`config.mk`:
```
export PLATFORM = sky130hd
export DESIGN_NAME = axi_rd_arbiter_flat
export DESIGN_NICKNAME = d
export VERILOG_FILES = /design/src/rtl/axi_rd_arbiter_if.sv /design/src/rtl/axi_rd_arbiter.sv /design/src/flat_wrapper.sv
export SDC_FILE = /design/constraint.sdc
export NUM_CORES = 1
export LEC_CHECK = 0
export BUFFER_PORTS_ARGS = -buffer_cell sky130_fd_sc_hd__buf_4
export CAP_MARGIN = 20
export CORE_AREA = 2 2 174 176
export CTS_CLUSTER_SIZE = 28
export DETAILED_ROUTE_END_ITERATION = 8
export DIE_AREA = 0 0 176 178
export GPL_ROUTABILITY_DRIVEN = 0
export GPL_TIMING_DRIVEN = 1
export MAX_ROUTING_LAYER = met4
export SETUP_SLACK_MARGIN = 0.05
export SYNTH_ARGS = -nofsm -noshare
export SYNTH_HDL_FRONTEND = slang
export SYNTH_SLANG_ARGS = --single-unit
```
`constraint.sdc`:
```
create_clock -name clk -period 4.8 [get_ports clk]
set_input_delay 0.96 -clock clk [delete_from_list [all_inputs] [get_ports clk]]
set_output_delay 0.96 -clock clk [all_outputs]
set_load 0.02 [all_outputs]
```
`src/rtl/axi_rd_arbiter_if.sv`:
```
// axi_rd_arbiter_if: bundles the requester-side and downstream AXI read signals of the arbiter.
//   slave  : arbiter view (drives s_arready/s_r*, m_axi_ar*, m_axi_rready)
//   master : environment view (requesters and memory-side port)
interface axi_rd_arbiter_if #(
  parameter int ID_WIDTH   = 13,
  parameter int ADDR_WIDTH = 64,
  parameter int DATA_WIDTH = 64
);
  logic [1:0]              s_arvalid;
  logic [1:0]              s_arready;
  logic [2*ADDR_WIDTH-1:0] s_araddr;
  logic [2*ID_WIDTH-1:0]   s_arid;
  logic [15:0]             s_arlen;
  logic [5:0]              s_arsize;
  logic [3:0]              s_arburst;
  logic [1:0]              s_rvalid;
  logic [1:0]              s_rready;
  logic [DATA_WIDTH-1:0]   s_rdata;
  logic [1:0]              s_rresp;
  logic                    s_rlast;
  logic [ID_WIDTH-1:0]     s_rid;
  logic                    m_axi_arvalid;
  logic                    m_axi_arready;
  logic [ADDR_WIDTH-1:0]   m_axi_araddr;
  logic [ID_WIDTH-1:0]     m_axi_arid;
  logic [7:0]              m_axi_arlen;
  logic [2:0]              m_axi_arsize;
  logic [1:0]              m_axi_arburst;
  logic                    m_axi_rvalid;
  logic                    m_axi_rready;
  logic [DATA_WIDTH-1:0]   m_axi_rdata;
  logic [1:0]              m_axi_rresp;
  logic                    m_axi_rlast;
  logic [ID_WIDTH-1:0]     m_axi_rid;
  modport slave (
    input  s_arvalid, s_araddr, s_arid, s_arlen, s_arsize, s_arburst, s_rready,
    input  m_axi_arready, m_axi_rvalid, m_axi_rdata, m_axi_rresp, m_axi_rlast, m_axi_rid,
    output s_arready, s_rvalid, s_rdata, s_rresp, s_rlast, s_rid,
    output m_axi_arvalid, m_axi_araddr, m_axi_arid, m_axi_arlen, m_axi_arsize, m_axi_arburst,
    output m_axi_rready
  );
  modport master (
    output s_arvalid, s_araddr, s_arid, s_arlen, s_arsize, s_arburst, s_rready,
    output m_axi_arready, m_axi_rvalid, m_axi_rdata, m_axi_rresp, m_axi_rlast, m_axi_rid,
    input  s_arready, s_rvalid, s_rdata, s_rresp, s_rlast, s_rid,
    input  m_axi_arvalid, m_axi_araddr, m_axi_arid, m_axi_arlen, m_axi_arsize, m_axi_arburst,
    input  m_axi_rready
  );
endinterface

```
`src/rtl/axi_rd_arbiter.sv`:
```
// axi_rd_arbiter: round-robin share of one AXI read port between icache (0) and dcache (1).
//   clk, reset   : clock, synchronous active-high reset
//   bus          : requester AR/R channels and downstream AR/R channels (slave modport)
//   protocol_err : sticky flag for rid mismatch or rlast/length disagreement
module axi_rd_arbiter #(
  parameter int ID_WIDTH   = 13,
  parameter int ADDR_WIDTH = 64,
  parameter int DATA_WIDTH = 64
) (
  input  logic              clk,
  input  logic              reset,
  axi_rd_arbiter_if.slave   bus,
  output logic              protocol_err
);
  typedef enum logic [1:0] {IDLE, ADDR, DATA} state_t;
  state_t                r_state, w_next;
  logic                  r_owner, r_last_grant;
  logic [ADDR_WIDTH-1:0] r_addr;
  logic [ID_WIDTH-1:0]   r_id;
  logic [7:0]            r_len, r_beat_cnt;
  logic [2:0]            r_size;
  logic [1:0]            r_burst;
  logic                  r_err;
  logic                  w_win, w_data, w_beat, w_req, w_acc;
  logic [1:0]            w_oh;
  // on a tie the requester that did not win last time goes first
  assign w_win  = (bus.s_arvalid == 2'b11) ? ~r_last_grant : bus.s_arvalid[1];
  assign w_req  = (r_state == IDLE) & |bus.s_arvalid;
  assign w_acc  = (r_state == ADDR) & bus.m_axi_arready;
  assign w_data = r_state == DATA;
  assign w_oh   = {r_owner, ~r_owner};
  assign w_beat = w_data & bus.m_axi_rvalid & bus.s_rready[r_owner];
  assign bus.m_axi_arvalid = r_state == ADDR;
  assign bus.m_axi_araddr  = r_addr;
  assign bus.m_axi_arid    = r_id;
  assign bus.m_axi_arlen   = r_len;
  assign bus.m_axi_arsize  = r_size;
  assign bus.m_axi_arburst = r_burst;
  assign bus.s_arready     = w_acc ? w_oh : 2'b00;
  assign bus.m_axi_rready  = w_data & bus.s_rready[r_owner];
  assign bus.s_rvalid      = (w_data & bus.m_axi_rvalid) ? w_oh : 2'b00;
  assign bus.s_rdata       = w_data ? bus.m_axi_rdata : '0;
  assign bus.s_rresp       = w_data ? bus.m_axi_rresp : '0;
  assign bus.s_rlast       = w_data & bus.m_axi_rlast;
  assign bus.s_rid         = w_data ? bus.m_axi_rid : '0;
  assign protocol_err      = r_err;
  always_ff @(posedge clk)
    r_state <= reset ? IDLE : w_next;
  always_comb begin
    w_next = r_state;
    case (r_state)
      IDLE:    w_next = w_req ? ADDR : IDLE;
      ADDR:    w_next = w_acc ? DATA : ADDR;
      DATA:    w_next = (w_beat & bus.m_axi_rlast) ? IDLE : DATA;
      default: w_next = IDLE;
    endcase
  end
  always_ff @(posedge clk) begin
    if (reset) begin
      r_owner      <= 1'b0;
      r_last_grant <= 1'b1;
      r_addr       <= '0;
      r_id         <= '0;
      r_len        <= '0;
      r_size       <= '0;
      r_burst      <= '0;
      r_beat_cnt   <= '0;
      r_err        <= 1'b0;
    end else begin
      if (w_req) begin
        r_owner <= w_win;
        r_addr  <= w_win ? bus.s_araddr[2*ADDR_WIDTH-1:ADDR_WIDTH] : bus.s_araddr[ADDR_WIDTH-1:0];
        r_id    <= w_win ? bus.s_arid[2*ID_WIDTH-1:ID_WIDTH] : bus.s_arid[ID_WIDTH-1:0];
        r_len   <= w_win ? bus.s_arlen[15:8] : bus.s_arlen[7:0];
        r_size  <= w_win ? bus.s_arsize[5:3] : bus.s_arsize[2:0];
        r_burst <= w_win ? bus.s_arburst[3:2] : bus.s_arburst[1:0];
      end
      if (w_acc)
        r_beat_cnt <= '0;
      if (w_beat)
        r_beat_cnt <= r_beat_cnt + 8'd1;
      if (w_beat & bus.m_axi_rlast)
        r_last_grant <= r_owner;
      // rlast must coincide exactly with the beat numbered arlen
      if (w_beat & ((bus.m_axi_rid != r_id) | (bus.m_axi_rlast != (r_beat_cnt == r_len))))
        r_err <= 1'b1;
    end
  end
endmodule

```
`src/flat_wrapper.sv`:
```
// flat-port wrapper written by rule: the top's interface ports become plain ports
module axi_rd_arbiter_flat 
#(
  parameter int ID_WIDTH   = 13,
  parameter int ADDR_WIDTH = 64,
  parameter int DATA_WIDTH = 64
)
  (clk, reset, protocol_err, bus_s_arvalid, bus_s_araddr, bus_s_arid, bus_s_arlen, bus_s_arsize, bus_s_arburst, bus_s_rready, bus_m_axi_arready, bus_m_axi_rvalid, bus_m_axi_rdata, bus_m_axi_rresp, bus_m_axi_rlast, bus_m_axi_rid, bus_s_arready, bus_s_rvalid, bus_s_rdata, bus_s_rresp, bus_s_rlast, bus_s_rid, bus_m_axi_arvalid, bus_m_axi_araddr, bus_m_axi_arid, bus_m_axi_arlen, bus_m_axi_arsize, bus_m_axi_arburst, bus_m_axi_rready);
  axi_rd_arbiter_if #(.ID_WIDTH(ID_WIDTH), .ADDR_WIDTH(ADDR_WIDTH), .DATA_WIDTH(DATA_WIDTH)) bus_i ();
  input  logic clk;
  input  logic reset;
  output logic protocol_err;
  input wire logic [$bits(bus_i.s_arvalid)-1:0] bus_s_arvalid;
  input wire logic [$bits(bus_i.s_araddr)-1:0] bus_s_araddr;
  input wire logic [$bits(bus_i.s_arid)-1:0] bus_s_arid;
  input wire logic [$bits(bus_i.s_arlen)-1:0] bus_s_arlen;
  input wire logic [$bits(bus_i.s_arsize)-1:0] bus_s_arsize;
  input wire logic [$bits(bus_i.s_arburst)-1:0] bus_s_arburst;
  input wire logic [$bits(bus_i.s_rready)-1:0] bus_s_rready;
  input wire logic [$bits(bus_i.m_axi_arready)-1:0] bus_m_axi_arready;
  input wire logic [$bits(bus_i.m_axi_rvalid)-1:0] bus_m_axi_rvalid;
  input wire logic [$bits(bus_i.m_axi_rdata)-1:0] bus_m_axi_rdata;
  input wire logic [$bits(bus_i.m_axi_rresp)-1:0] bus_m_axi_rresp;
  input wire logic [$bits(bus_i.m_axi_rlast)-1:0] bus_m_axi_rlast;
  input wire logic [$bits(bus_i.m_axi_rid)-1:0] bus_m_axi_rid;
  output wire logic [$bits(bus_i.s_arready)-1:0] bus_s_arready;
  output wire logic [$bits(bus_i.s_rvalid)-1:0] bus_s_rvalid;
  output wire logic [$bits(bus_i.s_rdata)-1:0] bus_s_rdata;
  output wire logic [$bits(bus_i.s_rresp)-1:0] bus_s_rresp;
  output wire logic [$bits(bus_i.s_rlast)-1:0] bus_s_rlast;
  output wire logic [$bits(bus_i.s_rid)-1:0] bus_s_rid;
  output wire logic [$bits(bus_i.m_axi_arvalid)-1:0] bus_m_axi_arvalid;
  output wire logic [$bits(bus_i.m_axi_araddr)-1:0] bus_m_axi_araddr;
  output wire logic [$bits(bus_i.m_axi_arid)-1:0] bus_m_axi_arid;
  output wire logic [$bits(bus_i.m_axi_arlen)-1:0] bus_m_axi_arlen;
  output wire logic [$bits(bus_i.m_axi_arsize)-1:0] bus_m_axi_arsize;
  output wire logic [$bits(bus_i.m_axi_arburst)-1:0] bus_m_axi_arburst;
  output wire logic [$bits(bus_i.m_axi_rready)-1:0] bus_m_axi_rready;
  assign bus_i.s_arvalid = bus_s_arvalid;
  assign bus_i.s_araddr = bus_s_araddr;
  assign bus_i.s_arid = bus_s_arid;
  assign bus_i.s_arlen = bus_s_arlen;
  assign bus_i.s_arsize = bus_s_arsize;
  assign bus_i.s_arburst = bus_s_arburst;
  assign bus_i.s_rready = bus_s_rready;
  assign bus_i.m_axi_arready = bus_m_axi_arready;
  assign bus_i.m_axi_rvalid = bus_m_axi_rvalid;
  assign bus_i.m_axi_rdata = bus_m_axi_rdata;
  assign bus_i.m_axi_rresp = bus_m_axi_rresp;
  assign bus_i.m_axi_rlast = bus_m_axi_rlast;
  assign bus_i.m_axi_rid = bus_m_axi_rid;
  assign bus_s_arready = bus_i.s_arready;
  assign bus_s_rvalid = bus_i.s_rvalid;
  assign bus_s_rdata = bus_i.s_rdata;
  assign bus_s_rresp = bus_i.s_rresp;
  assign bus_s_rlast = bus_i.s_rlast;
  assign bus_s_rid = bus_i.s_rid;
  assign bus_m_axi_arvalid = bus_i.m_axi_arvalid;
  assign bus_m_axi_araddr = bus_i.m_axi_araddr;
  assign bus_m_axi_arid = bus_i.m_axi_arid;
  assign bus_m_axi_arlen = bus_i.m_axi_arlen;
  assign bus_m_axi_arsize = bus_i.m_axi_arsize;
  assign bus_m_axi_arburst = bus_i.m_axi_arburst;
  assign bus_m_axi_rready = bus_i.m_axi_rready;
  axi_rd_arbiter #(.ID_WIDTH(ID_WIDTH), .ADDR_WIDTH(ADDR_WIDTH), .DATA_WIDTH(DATA_WIDTH)) u_core (.clk(clk), .reset(reset), .bus(bus_i), .protocol_err(protocol_err));
endmodule
```
## Yosys cells after proc, flatten, opt, wreduce, memory -nomap -nowiden

Cells that the tools add are included.

| operators by class | value |
|---|---|
| $add $sub $neg | 1 |
| multipliers | 0 |
| divide/modulo/power cells | 0 |
| magnitude comparators | 1 |
| equal/unequal tests | 6 |
| shift operators | 0 |
| muxes and demuxes | 19 |
| bitwise operators | 11 |
| reduce and logical (&&, ||, !) cells | 3 |

Operator list:

| cell | count |
|---|---|
| two-way mux 64 bit | 2 |
| two-way mux 13 bit | 2 |
| two-way mux 8 bit | 3 |
| != test 13 bit | 1 |
| two-way mux 2 bit | 6 |
| adder 8 x 1 -> 8 bit (second input constant) | 1 |
| AND 1 bit | 8 |
| == test 8 bit | 1 |
| case mux 2 bit (3 select lines) | 1 |
| == test 2 bit (second input constant) | 2 |
| two-way mux 1 bit | 4 |
| two-way mux 3 bit | 1 |
| == test 2 x 1 -> 1 bit (second input constant) | 1 |
| zero test 2 bit | 1 |
| less-than comparator 1 x 2 -> 1 bit (second input constant) | 1 |
| NOT 1 bit | 2 |
| nonzero test 2 bit | 1 |
| OR reduction 2 bit | 1 |
| != test 1 bit | 1 |
| OR 1 bit | 1 |

| storage, ports and cells | value |
|---|---|
| flip-flop bits (word level) | 103 |
| latch bits | 0 |
| bits in writable memories | 0 |
| bits in read-only memories | 0 |
| input bits | 268 |
| output and inout bits | 177 |
| memories | 0 |

## Depth between registers and ports, before layout

Gate-level depths: netlist (run 1).

| depth | value |
|---|---|
| depth after elaboration | 6 |
| mapped depth | 6 |

## Worst setup path before layout (run 1)

OpenSTA, ideal clock, no wires.

| timing | value |
|---|---|
| path type | input -> output |
| from | input bus_s_rready[0] |
| to | output bus_m_axi_rready |
| arrival time | 1.484 ns |
| slack | 2.356 ns |
| stages | 2 |
| path buffers | 0 |
| cells stage by stage | mux2_4 -> and2_2 |

| on the way | value |
|---|---|
| word-level cells in the longest chain between the ends | 3 |

RTL lines:

| element | RTL line | source |
|---|---|---|
| from (decl) | flat_wrapper.sv:19 | `input wire logic [$bits(bus_i.s_rready)-1:0] bus_s_rready;` |
| two-way mux 1 bit (not written as such) (2 in a row) | axi_rd_arbiter.sv:40 | `assign bus.m_axi_rready = w_data & bus.s_rready[r_owner];` |
| AND 1 bit | axi_rd_arbiter.sv:40 |  |
| to (decl) | flat_wrapper.sv:38 | `output wire logic [$bits(bus_i.m_axi_rready)-1:0] bus_m_axi_rready;` |

Every way passes these cells. The select of a mux whose other input is x is not followed.

## Worst setup path in the final report (run 1)

| timing | value |
|---|---|
| from | register u_core.r_state[1] |
| to | output bus_s_rdata[38] |

| on the way | value |
|---|---|
| word-level cells in the longest chain between the ends | 2 |

RTL lines:

| element | RTL line | source |
|---|---|---|
| from (decl) | axi_rd_arbiter.sv:16 | `state_t r_state, w_next;` |
| from (signal assigned) | axi_rd_arbiter.sv:48 | `r_state <= reset ? IDLE : w_next;` |
| == test 2 bit | axi_rd_arbiter.sv:30 | `assign w_data = r_state == DATA;` |
| two-way mux 64 bit | axi_rd_arbiter.sv:42 | `assign bus.s_rdata = w_data ? bus.m_axi_rdata : '0;` |
| to (decl) | flat_wrapper.sv:28 | `output wire logic [$bits(bus_i.s_rdata)-1:0] bus_s_rdata;` |

Every way passes these cells.

==> results.py, run 1 <==
metrics = {
    "finish": {
        "drive_gt1_share_pct": 47.1,
        "final_area_sq_um": 9310,
        "num-nets-final": 1271,
        "antennaDiodeCount": 0,
        "syn_to_final_growth_pct": 74.5,
    },
    "floorplanning": {
        "dieArea_sq_um": 31300,
        "core_area_sq_um": 29400,
        "die_w_um": 176,
        "fp.dieH_um": 178,
        "pin_count": 445,
        "start_util_pct": 18.1,
        "row_count": 63,
    },
    "placement": {
        "io_buffer_count": 444,
        "placed_cell_area_sq_um": 9010,
        "dp_hpwl_mm": 18.0,
    },
    "clocking": {
        "numCtsBuffers": 9,
        "insertion_delay_ps": 350,
        "clock_path_buffers": 2,
        "cts_setup_buffers": 0,
        "hold_buffers": 0,
        "cts_tree": "done",
        "cts.clk_slew.worst_paths_ps": 70,
        "h-tree-depth": 3,
        "cts_root_buffer": "clkbuf_16",
        "cts-resized-gates": 0,
        "cts_num_sinks": 103,
    },
    "synthesis": {
        "synth.largest_area_cell": "dfxtp_1",
        "synth_edf_count": 0,
        "yosysTopAreaCellShare_pct": 38.7,
        "synth-main-ff-cell": "dfxtp_1",
        "yosys_warnings": 0,
        "ys_seq_area_share_pct": 38.7,
        "synth_fp_nets": 863,
        "avgSynthCellArea_sq_um": 8.98,
        "synth_area_sq_um": 5330,
        "synth_cells": 594,
        "ys_seq_elements": 103,
        "yosysUniqueCellTypes": 38,
        "async_reset_ff_share_pct": 0,
        "synth_area_leaders": "dfxtp_1, mux2i_1, a211oi_1, and2_1, nor2_1",
    },
    "detailed_routing": {
        "final_antenna_net_count": 0,
        "dr.pass1.iters": 4,
        "routed_wl_mm": 22.4,
        "viasPerCell": 4.11,
        "drt_iter0_drc": 147,
        "routedWlPerCell_um": 16.0,
        "num_vias": 5739,
        "route.detailed.drc": 0,
    },
    "timing": {
        "finalHoldViolCount": 0,
        "worstMarginPinSlew_ps": 937,
        "rsz0062_at_grt": "no",
        "slew_headroom_pct": 37.5,
        "whs_ps": 500,
        "fin_crit_sh_pct": 59.4,
        "max_freq_mhz": 351,
        "setup_viol": 0,
        "period_needed_ps": 2850,
        "fin_tns_setup_ps": 0,
        "slew_viol_final": 0,
        "skew_ps": 13.9,
    },
    "hold_path": {
        "hp-start": "u_core.bus.m_axi_araddr[4]",
        "whs_path_depth": 2,
        "hold_path.class": "flop to flop",
        "hold_end": "u_core.bus.m_axi_araddr[4]",
    },
    "global_routing": {
        "gr-total-overflow": 0,
        "grt_pass1_wl_mm": 32.5,
        "antenna_found_initial": 0,
        "grt_pass1_vias": 5770,
        "grt_max_degree": 181,
        "grt_usage_pct": 14.0,
    },
    "setup_path": {
        "start_kind": "flop",
        "rr_startpoint": "u_core.r_state[0]",
        "path_cells": "nor2b_4 -> buf_12 -> and2_1 -> buf_4",
        "max_stage_delay_ps": 480,
        "rrSetupSlack_ps": 2930,
        "criticalPathCategory": "flop to output pin",
        "crit_slowest_cell": "nor2b_4",
        "cp_max_fo": 62,
        "endpoint_kind": "output pin",
        "cp.arrival_ps": 1890,
        "rr_endpoint": "u_core.bus.m_axi_arid[2]",
        "rr_worst_depth": 4,
        "cp.required_ps": 3840,
    },
    "power_and_ir_drop": {
        "power-per-cell-area_nw_per_um2": 284,
        "p_leak_nw": 4.37,
        "ir_drop_uv": 186,
        "total_power_mw": 2.64,
    },
    "job": {
        "cap_violations": 0,
    },
    "outcome": {
        "status": "completed",
    },
}
-- power breakdown --
| part | switching, mW | internal [mW] |
|---|---|---|
| Clock | 0.365 | 0.375 |
| Sequential | 0.0668 | 0.954 |
| Combinational | 0.455 | 0.427 |
-- cells in the final DEF, fill, tap and decap left out, drive strengths merged --
cell type  count
mux2           1
and2b          1
and3           3
nor4           3
dfxtp        103
clkinvlp       1
xor2          16
a31oi          1
nand2b         1
a211o          1
a211oi        92
and3b          1
nor3           1
mux2i         93
or3            2
nand4          5
xnor2          9
nor2         100
nand3b         1
a21boi         1
a21oi          5
clkinv         4
nor2b          2
a311oi         1
clkbuf        10
and2          85
buf          449
ha             1
and4           2
inv            3
o21ai          2
nand2          5
nand3          2
-- worst max-delay path: cells and delay by family (launching register included) --
family	cells	cell delay [ps]
AND/OR/NAND/NOR	2	690
buffers and inverters	2	430
flip-flops	1	390
-- metrics by stage --
stage                     setup slack [ps]  cells  util (%)
final                                 1950   1397      31.7
after global routing                  1840   1397      31.7
after CTS                             1870   1397      31.7
after detailed placement              2100   1381      30.7
after global placement                1810   1380      30.6
after floorplan                       2360    594         -
-- layer usage --
| metal | up-vias | share of wire, % | GRT usage, % |
|---|---|---|---|
| li1 | 2899 | - | - |
| met1 | 2568 | 38 | 15.0 |
| met2 | 257 | 54 | 26.3 |
| met3 | 15 | 7.1 | 3.32 |
| met4 | 0 | 1.2 | 2.79 |
| met5 | - | 0 | - |
-- synthesized netlist by cell type, types with 2 or more instances --
master,count
and3_1,2
xor2_1,16
buf_2,2
dfxtp_1,103
mux2i_1,93
inv_1,2
and2_2,2
buf_4,9
nand2_1,5
nor4_1,3
nand3_1,2
and4_1,2
buf_1,3
clkbuf_1,36
a211oi_1,92
nor2b_1,2
or3_1,2
o21ai_0,2
a21oi_1,5
nor2_1,100
nand4_1,5
and2_1,82
xnor2_1,9
-- final cells by class --
cell class	count	area, sq um
Tap cell	390	488
Sequential cell	103	2060
Inverter	2	7.51
Clock buffer	10	239
Multi-Input combinational cell	437	3050
Clock inverter	6	55.1
Timing Repair Buffer	449	3410
Fill cell	3129	20100
-- worst max path at each step --
stage,from,end,cells past startpoint
after floorplan,bus_s_rready[0],bus_m_axi_rready,2
final,u_core.r_state[1],bus_s_rdata[38],4
after global routing,u_core.r_state[1],bus_s_rdata[38],4
after CTS,u_core.r_state[1],bus_s_rdata[54],4
after detailed placement,bus_s_rready[0],bus_m_axi_rready,4
after global placement,u_core.r_state[1],bus_s_rlast,3
-- registers in the layout, indices dropped and copies added, names as in the netlist --
name / count
u_core.bus.m_axi_araddr: 64
u_core.bus.m_axi_arsize: 3
u_core.bus.m_axi_arburst: 2
u_core.protocol_err: 1
u_core.r_owner: 1
u_core.r_last_grant: 1
u_core.bus.m_axi_arlen: 8
u_core.bus.m_axi_arid: 13
u_core.r_state: 2
u_core.r_beat_cnt: 8
-- cells by family (layout without fill, tap and decap cells) --
family,Yosys count,in the layout,share of synthesized area (%)
XOR/XNOR,25,25,4.11
multiplexers,94,94,17.7
adder cells (fa/ha/maj),1,1,0.235
buffers and inverters,54,467,4.64
AND/OR/NAND/NOR,214,214,20.4
AO/OA/AOI/OAI,103,103,14.2
flip-flops,103,103,38.7
Note: power is estimated with default switching activity, not from simulation.
==> run 2, diff against run 1 <==
Settings changed: CORE_AREA 2 2 174 176 to 2 2 175 177, DIE_AREA 0 0 176 178 to 0 0 177 179.
Clock period 4.8 ns to 2.7 ns, I/O delays scaled along.
==> results.py, run 2 (synthesis gave the netlist of run 1 again) <==
metrics = {
    "clocking": {
        "cts_num_sinks": 103,
        "cts_root_buffer": "clkbuf_16",
        "clock_path_buffers": 2,
        "cts_tree": "done",
        "cts-resized-gates": 0,
        "insertion_delay_ps": 360,
        "cts_setup_buffers": 0,
        "hold_buffers": 0,
        "numCtsBuffers": 9,
        "h-tree-depth": 3,
        "cts.clk_slew.worst_paths_ps": 80,
    },
    "setup_path": {
        "rr_endpoint": "u_core.bus.m_axi_araddr[56]",
        "rr_worst_depth": 4,
        "cp.arrival_ps": 1610,
        "rr_startpoint": "u_core.r_state[0]",
        "rrSetupSlack_ps": 1030,
        "criticalPathCategory": "flop to output pin",
        "cp.required_ps": 2160,
        "crit_end": "bus_s_rdata[52]",
        "cp_max_fo": 82,
        "endpoint_kind": "output pin",
        "start_kind": "flop",
        "setup.worst_path.start": "u_core.r_state[1]",
    },
    "finish": {
        "antennaDiodeCount": 0,
        "fillers": 3188,
        "drive_gt1_share_pct": 47.6,
        "multi_input_area_sq_um": 3050,
        "num-nets-final": 1281,
        "syn_to_final_growth_pct": 76.7,
        "final_common_cell": "buf_4",
        "ff_latch_area_sq_um": 2060,
        "largest_register_ffs": 64,
        "most-common-layout-cells": "buf_4, dfxtp_1, nor2_1",
    },
    "floorplanning": {
        "row_count": 64,
        "start_util_pct": 17.8,
        "core_area_sq_um": 30000,
        "die_w_um": 177,
        "dieArea_sq_um": 31700,
        "fp.dieH_um": 179,
        "pin_count": 445,
    },
    "power_and_ir_drop": {
        "p_leak_nw": 4.43,
        "power-per-cell-area_nw_per_um2": 506,
        "total_power_mw": 4.77,
        "ir_drop_uv": 226,
    },
    "timing": {
        "period_needed_ps": 2150,
        "skew_ps": 20.2,
        "setup_viol": 0,
        "worstMarginPinSlew_ps": 575,
        "fin_tns_setup_ps": 0,
        "finalHoldViolCount": 0,
        "slew_viol_final": 0,
        "slew_headroom_pct": 61.7,
        "max_freq_mhz": 465,
        "fin_crit_sh_pct": 79.6,
        "rsz0062_at_grt": "no",
    },
    "hold_path": {
        "hold_path.class": "flop to flop",
    },
    "global_routing": {
        "grt_max_degree": 123,
        "grt_pass1_vias": 5677,
        "antenna_found_initial": 0,
        "grt_usage_pct": 14.4,
        "grt_pass1_wl_mm": 33.3,
        "gr-total-overflow": 0,
    },
    "detailed_routing": {
        "dr.pass1.iters": 4,
        "drt_iter0_drc": 143,
        "routed_wl_mm": 23.8,
        "viasPerCell": 4.15,
        "num_vias": 5857,
        "route.detailed.drc": 0,
        "routedWlPerCell_um": 16.8,
        "final_antenna_net_count": 0,
    },
    "job": {
        "cap_violations": 0,
    },
    "placement": {
        "io_buffer_count": 444,
        "dp_hpwl_mm": 18.8,
    },
    "outcome": {
        "status": "completed",
    },
}
run 2: changes by cell type in the layout (fill, tap and decap cells not counted), sizes merged:
| cell | delta |
|---|---|
| buf | +10 |
| clkinv | -1 |
| clkinvlp | -1 |
| inv | +2 |
run 2: metal layers:
layer  global-route usage (%)  up-vias  share of wire (%)
met2                     27.0      263                 54
met4                     2.51        0               0.55
met1                     15.5     2669                 37
met3                     3.20        7                7.7
li1                         -     2918                  -
met5                        -        -                  0
run 2: worst min path at each step:
stage / start / endpoint / slack (ps) / cells after the start
finish: u_core.bus.m_axi_araddr[62] / u_core.bus.m_axi_araddr[62] / 500 / 2
global route: u_core.bus.m_axi_araddr[5] / u_core.bus.m_axi_araddr[5] / 520 / 2
CTS: bus_m_axi_arready / u_core.r_state[0] / 480 / 4
detailed placement: u_core.bus.m_axi_arsize[1] / u_core.bus.m_axi_arsize[1] / 490 / 2
global placement: u_core.bus.m_axi_arburst[1] / u_core.bus.m_axi_arburst[1] / 490 / 2
floorplan: u_core.r_last_grant / u_core.r_last_grant / 430 / 1
run 2: per-stage QoR:
step           hold slack, ps  cells  utilization, %  instance area (sq um)  worst slack [ps]
2_1_floorplan             430    594               -                   5330               864
3_3_place_gp              486   1397            30.4                   9130               766
3_5_place_dp              493   1397            30.4                   9130               736
4_1_cts                   484   1413            31.4                   9420               497
5_1_grt                   517   1413            31.4                   9420               445
6_report                  498   1413            31.4                   9420               550
run 2: area by class of cell:
class,count,area share [%]
timing repair buffer,459,37.4
clock inverter,6,0.544
clock buffer,10,2.54
tap,396,5.26
multi-input combinational,437,32.3
sequential,103,21.9
inverter,2,0.0797
run 2: power breakdown:
part	total, mW	internal (mW)	switching, mW
sequential	1.82	1.70	0.124
combinational	1.60	0.777	0.821
clock	1.35	0.669	0.680
run 2: critical path: stages (launching register included):
cell and delay (ps):
dfxtp_1 390, nor2b_4 180, buf_12 260, and2_1 240, buf_4 160
